==> src/rtl/mips_pkg.sv <==
// Shared types and helpers for the MIPS datapath register file.
//   reg_idx_t   : register index for the default 32-entry configuration
//   word_t      : data word for the default 32-bit configuration
//   ZERO_IDX    : index of the hardwired zero register
//   is_zero_reg : true when idx addresses the hardwired zero register
package mips_pkg;

  typedef logic [4:0]  reg_idx_t;
  typedef logic [31:0] word_t;

  localparam int unsigned ZERO_IDX = 0;

  function automatic logic is_zero_reg(input int unsigned idx, input bit zero_reg);
    return zero_reg && (idx == ZERO_IDX);
  endfunction

endpackage

==> src/rtl/pend_tracker.sv <==
// Pending-write scoreboard for the register file.
//   clk, reset : clock (rising edge), asynchronous active-high reset
//   wr_en      : qualified writeback (in range, not zero reg, not in reset)
//   wa         : writeback address
//   iss_en     : request to mark iss_rd pending
//   iss_rd     : destination being issued
//   iss_ok     : issue accepted this cycle (combinational)
//   pend       : per-register pending bits
//   busy_cnt   : number of pending registers (registered)
module pend_tracker
  import mips_pkg::*;
#(
  parameter int unsigned DEPTH    = 32,
  parameter bit          ZERO_REG = 1'b1,
  localparam int unsigned AW      = $clog2(DEPTH)
) (
  input  logic             clk,
  input  logic             reset,
  input  logic             wr_en,
  input  logic [AW-1:0]    wa,
  input  logic             iss_en,
  input  logic [AW-1:0]    iss_rd,
  output logic             iss_ok,
  output logic [DEPTH-1:0] pend,
  output logic [AW:0]      busy_cnt
);

  logic iss_in_range;
  logic iss_zero;
  logic pend_eff;
  logic set_en;
  logic clr_en;

  always_comb begin
    iss_in_range = 32'(iss_rd) < DEPTH;
    iss_zero     = is_zero_reg(32'(iss_rd), ZERO_REG);
    pend_eff     = 1'b0;
    // A writeback landing this cycle frees the destination for re-issue.
    if (iss_in_range)
      pend_eff = pend[iss_rd] && !(wr_en && (wa == iss_rd));
    iss_ok = iss_en && !reset && !pend_eff;
    set_en = iss_ok && iss_in_range && !iss_zero;
    clr_en = wr_en && pend[wa];
  end

  always_ff @(posedge clk or posedge reset) begin
    if (reset) begin
      pend     <= '0;
      busy_cnt <= '0;
    end else begin
      // Set is applied after clear so a same-register issue wins.
      if (clr_en) pend[wa]     <= 1'b0;
      if (set_en) pend[iss_rd] <= 1'b1;
      // One set and one clear always net to zero, same register or not.
      if (set_en && !clr_en)
        busy_cnt <= busy_cnt + 1'b1;
      else if (clr_en && !set_en)
        busy_cnt <= busy_cnt - 1'b1;
    end
  end

endmodule

==> src/rtl/regfile_sb.sv <==
// Register file with pending-write scoreboard for the MIPS datapath.
//   clk, reset  : clock (rising edge), asynchronous active-high reset
//   ra1, ra2    : read addresses        rd1, rd2 : read data (combinational)
//   rdy1, rdy2  : no write pending to the addressed register
//   we, wa, wd  : writeback port (clocked)
//   iss_en      : request to mark iss_rd pending
//   iss_rd      : destination being issued
//   iss_ok      : issue accepted this cycle (combinational)
//   busy_cnt    : number of pending registers (registered)
module regfile_sb
  import mips_pkg::*;
#(
  parameter int unsigned WIDTH    = 32,
  parameter int unsigned DEPTH    = 32,
  parameter bit          BYPASS   = 1'b1,
  parameter bit          ZERO_REG = 1'b1,
  localparam int unsigned AW      = $clog2(DEPTH)
) (
  input  logic             clk,
  input  logic             reset,
  input  logic [AW-1:0]    ra1,
  input  logic [AW-1:0]    ra2,
  output logic [WIDTH-1:0] rd1,
  output logic [WIDTH-1:0] rd2,
  output logic             rdy1,
  output logic             rdy2,
  input  logic             we,
  input  logic [AW-1:0]    wa,
  input  logic [WIDTH-1:0] wd,
  input  logic             iss_en,
  input  logic [AW-1:0]    iss_rd,
  output logic             iss_ok,
  output logic [AW:0]      busy_cnt
);

  logic [WIDTH-1:0] rf [DEPTH];
  logic [DEPTH-1:0] pend;
  logic             wr_en;

  always_comb begin
    wr_en = we && !reset && (32'(wa) < DEPTH) && !is_zero_reg(32'(wa), ZERO_REG);
  end

  always_ff @(posedge clk or posedge reset) begin
    if (reset) begin
      for (int unsigned i = 0; i < DEPTH; i++) rf[i] <= '0;
    end else if (wr_en) begin
      rf[wa] <= wd;
    end
  end

  function automatic void read_port(input  logic [AW-1:0]    ra,
                                    output logic [WIDTH-1:0] rd,
                                    output logic             rdy);
    rd  = '0;
    rdy = 1'b1;
    if ((32'(ra) < DEPTH) && !is_zero_reg(32'(ra), ZERO_REG)) begin
      if (BYPASS && wr_en && (wa == ra)) begin
        rd = wd;
      end else begin
        rd  = rf[ra];
        rdy = !pend[ra];
      end
    end
  endfunction

  always_comb read_port(ra1, rd1, rdy1);
  always_comb read_port(ra2, rd2, rdy2);

  pend_tracker #(
    .DEPTH    (DEPTH),
    .ZERO_REG (ZERO_REG)
  ) u_pend (
    .clk      (clk),
    .reset    (reset),
    .wr_en    (wr_en),
    .wa       (wa),
    .iss_en   (iss_en),
    .iss_rd   (iss_rd),
    .iss_ok   (iss_ok),
    .pend     (pend),
    .busy_cnt (busy_cnt)
  );

endmodule
==> config.mk <==
export PLATFORM = sky130hd
export DESIGN_NAME = regfile_sb
export DESIGN_NICKNAME = d
export VERILOG_FILES = /design/src/rtl/mips_pkg.sv /design/src/rtl/pend_tracker.sv /design/src/rtl/regfile_sb.sv
export SDC_FILE = /design/constraint.sdc
export NUM_CORES = 2
export LEC_CHECK = 0
export ABC_AREA = 1
export BUFFER_PORTS_ARGS = -buffer_cell sky130_fd_sc_hd__buf_2
export CORE_UTILIZATION = 50
export DETAILED_ROUTE_END_ITERATION = 10
export PLACE_DENSITY = 0.68
export REMOVE_ABC_BUFFERS = 1
export SKIP_LAST_GASP = 1
export SLEW_MARGIN = 20
export SYNTH_ARGS = -nofsm -noshare
export SYNTH_HDL_FRONTEND = slang
export SYNTH_SLANG_ARGS = --single-unit
==> constraint.sdc <==
create_clock -name clk -period 31.3 [get_ports clk]
set_input_delay 0 -clock clk [delete_from_list [all_inputs] [get_ports clk]]
set_output_delay 0 -clock clk [all_outputs]
set_load 0.05 [all_outputs]
==> reports/metrics.yaml <==
status: "finished, final reports clean"
hold_depth: 8
route.detailed.wl_per_inst_um: 23.8
power_density_nw_per_um2: 61.8
cts_tree: "built"
port_buffers: 128
coreArea_um2: 120000
syn_area_um2: 60400
cts.sinks: 1062
dr.pass1.iters: 9
final_max_slew_viol_count: 0
ys_ff_latch: 1062
endpoint_kind: "primary output"
pwr-share-clk_pct: 35.5
final_common_cell: "nand2_1"
diodes: 0
first_global_vias: 55500
combPwrFrac_pct: 20.9
clock.fmax_mhz: 240
skew_ns: 0.00754
rsz0062_at_grt: "no"
drt_iter0_drc: 9015
hold_class: "input pin to flip-flop"
swShare_pct: 32.6
filler_cell_count: 11500
grt_pass1_wl_um: 346000
worst_pin_slew_ns: 1.20
relSlewSlack_pct: 19.8
ys_warn_count: 0
p_sw_mw: 1.31
synth_edf_count: 0
timing.final.crit_share_pct: 13.3
clk_pin_slew_ns: 0.07
timing.critical_path.mode_cell: "nand2_1"
grt_overflow: 0
numCtsBuffers: 114
drive_gt1_share_pct: 6.37
crit_chain: "buf_8, buf_12, nand2_1, nand4_1, nor3_4, a21oi_4, buf_4, nand3_1, nand2_1, buf_2"
syn_area_per_cell_um2: 7.19
final_hold_viol_count: 0
vdd.ir_drop.worst_uv: 45.9
yosys.cell_types.count: 39
synthTopCellsByArea: "dfrtp_1 (44%), nand2_1 (12%), o21ai_0 (10%), nand3_1 (6.2%), a21oi_1 (5.7%)"
power_mw: 4.03
period_minus_slack_ns: 4.17
rr_worst_depth: 18
worstSetupPathType: "input pin to primary output"
critPathArrivalTime_ns: 4.17
p_int_mw: 2.72
syn_inst: 8408
critical-path-top-delay-family: "buffers and inverters"
initial_core_util_pct: 50.4
cp.buffers_inverters: 4
worst-path-stages: 10
p_seq_share_pct: 43.6
clk_path_buf_depth: 3
synth_top_cell_area_share_pct: 44.0
yosys.area.top_type: "dfrtp_1"
p_leak_nw: 29.1
gp_congestion: 0.918
ant_nets: 0
die_h_um: 350
boundaryPins: 129
cp_slowest_cell: "a21oi_4"
required_ns: 31.30
vias: 60000
grt_start_max_net_pins: 244
drv_cap: 0
clkLatencyLatePin_ns: 0.73
postCtsSetupBuffers: 0
cp_max_fo: 243
avgViaCountPerCell: 6.17
antenna_found_initial: 1
dp_hpwl_um: 123000
setup_viol: 0
die_area_um2: 122000
htreeDepth: 3
fp-row-count: 127
final_nets: 8067
fin_setup_tns_ns: 0
area_delta_synth_final_pct: 7.86
drc_errors: 0
layout_common_cells: "nand2_1 (1973), o21ai_0 (1213), dfrtp_1 (1062)"
slowest_delay_ns: 0.76
grt_usage_pct: 37.4
drt_wl_total_um: 231000
seq_area_frac_synth_pct: 44.0
synth_ff_type: "dfrtp_1"
start_kind: "input pin"
fp.dieW_um: 350
cts-root-buf: "clkbuf_16"
async_flop_share_pct: 100
-- cells in the mapped netlist (2+ instances only) --
cell type  number
nand2_1      1974
o21ai_0      1213
dfrtp_1      1062
nand3_1       750
a21oi_1       693
inv_1         618
nor2_1        404
clkbuf_1      370
o211ai_1      352
o21ai_1       316
buf_2         295
buf_1          87
nand4_1        84
buf_4          40
nor3_1         26
inv_2          25
o22ai_1        14
buf_6          12
nor3_2         10
nor2_2          8
nand2_2         6
nor4_1          6
ha_1            5
nor2_4          5
xnor2_1         5
xor2_1          5
clkbuf_2        4
clkinv_1        4
nand2_4         4
inv_4           2
-- cells by family after synthesis --
kind of cell / after synthesis / share of synthesized area [%]
compound gates: 2592 / 23.0
xor+xnor: 10 / 0.145
fa+ha+maj: 6 / 0.137
buf+inv: 1457 / 10.1
flops: 1062 / 44.0
simple gates: 3281 / 22.7
-- power by group through the flow --
stage | sequential, mW | combinational (mW) | clock [mW]
after global routing | 1.78 | 0.942 | 1.49
after CTS | 1.75 | 0.829 | 1.44
final | 1.75 | 0.842 | 1.43
after floorplan | 1.76 | 0.554 | 0
after global placement | 1.76 | 0.801 | 0
after detailed placement | 1.77 | 0.820 | 0
-- tightest hold or removal path, stage by stage --
cell and delay (ns):
buf_2 0.17, inv_4 0.15, nor2_4 0.10, nand2_4 0.19, nor2_1 0.08, nand2_1 0.06, nand2_1 0.05, nand2_1 0.06
-- path summary, 6_finish.rpt --
check	startpoint	endpoint	slack (ns)
worst max register to register	u_pend.pend[11]	u_pend.busy_cnt[5]	28.16
worst min register to register	rf[996]	rf[996]	0.39
worst max-delay path	ra1[0]	rd1[5]	27.13
worst min-delay path	wa[1]	u_pend.pend[18]	0.15
max in group asynchronous	reset	rf[333]	27.54
min in group asynchronous	reset	u_pend.pend[3]	0.60
-- area by class of cell --
cell class                 count  area, um2  area share, %
clock buffer                 171       3420           5.25
timing repair buffer         289       2220           3.40
inverter                     649       2480           3.81
multi-input combinational   5889      28000           42.9
sequential                  1062      26600           40.8
tap                         1612       2020           3.10
clock inverter                40        499          0.766
-- registers in the layout, indices dropped and copies added (netlist names) --
register         count
u_pend.pend         32
rf                1024
u_pend.busy_cnt      6
-- per-layer routing --
layer | global-route usage [%] | routed length [um]
met1 | 49.8 | 89600
met2 | 57.0 | 100000
met3 | 7.97 | 27500
met4 | 19.9 | 14100
met5 | 0 | 13
-- stage by stage --
stage / hold WS [ns] / instance area (um2) / instances / setup slack [ns] / util (%)
2_1_floorplan: 0.117 / 56800 / 7600 / 1.41 / -
3_3_place_gp: 0.196 / 60600 / 9445 / 27.52 / 50.6
3_5_place_dp: 0.204 / 60700 / 9448 / 27.51 / 50.6
4_1_cts: 0.108 / 65100 / 9709 / 27.47 / 54.3
5_1_grt: 0.165 / 65200 / 9712 / 27.02 / 54.4
6_report: 0.153 / 65200 / 9712 / 27.13 / 54.4
-- repair_timing --
| action | 4_1_cts | 5_1_grt |
|---|---|---|
| gates resized for setup | 0 | 0 |
| hold endpoints to repair | 668 | 0 |
| hold buffers | 50 | 0 |
(Power assumes the default switching activity.)
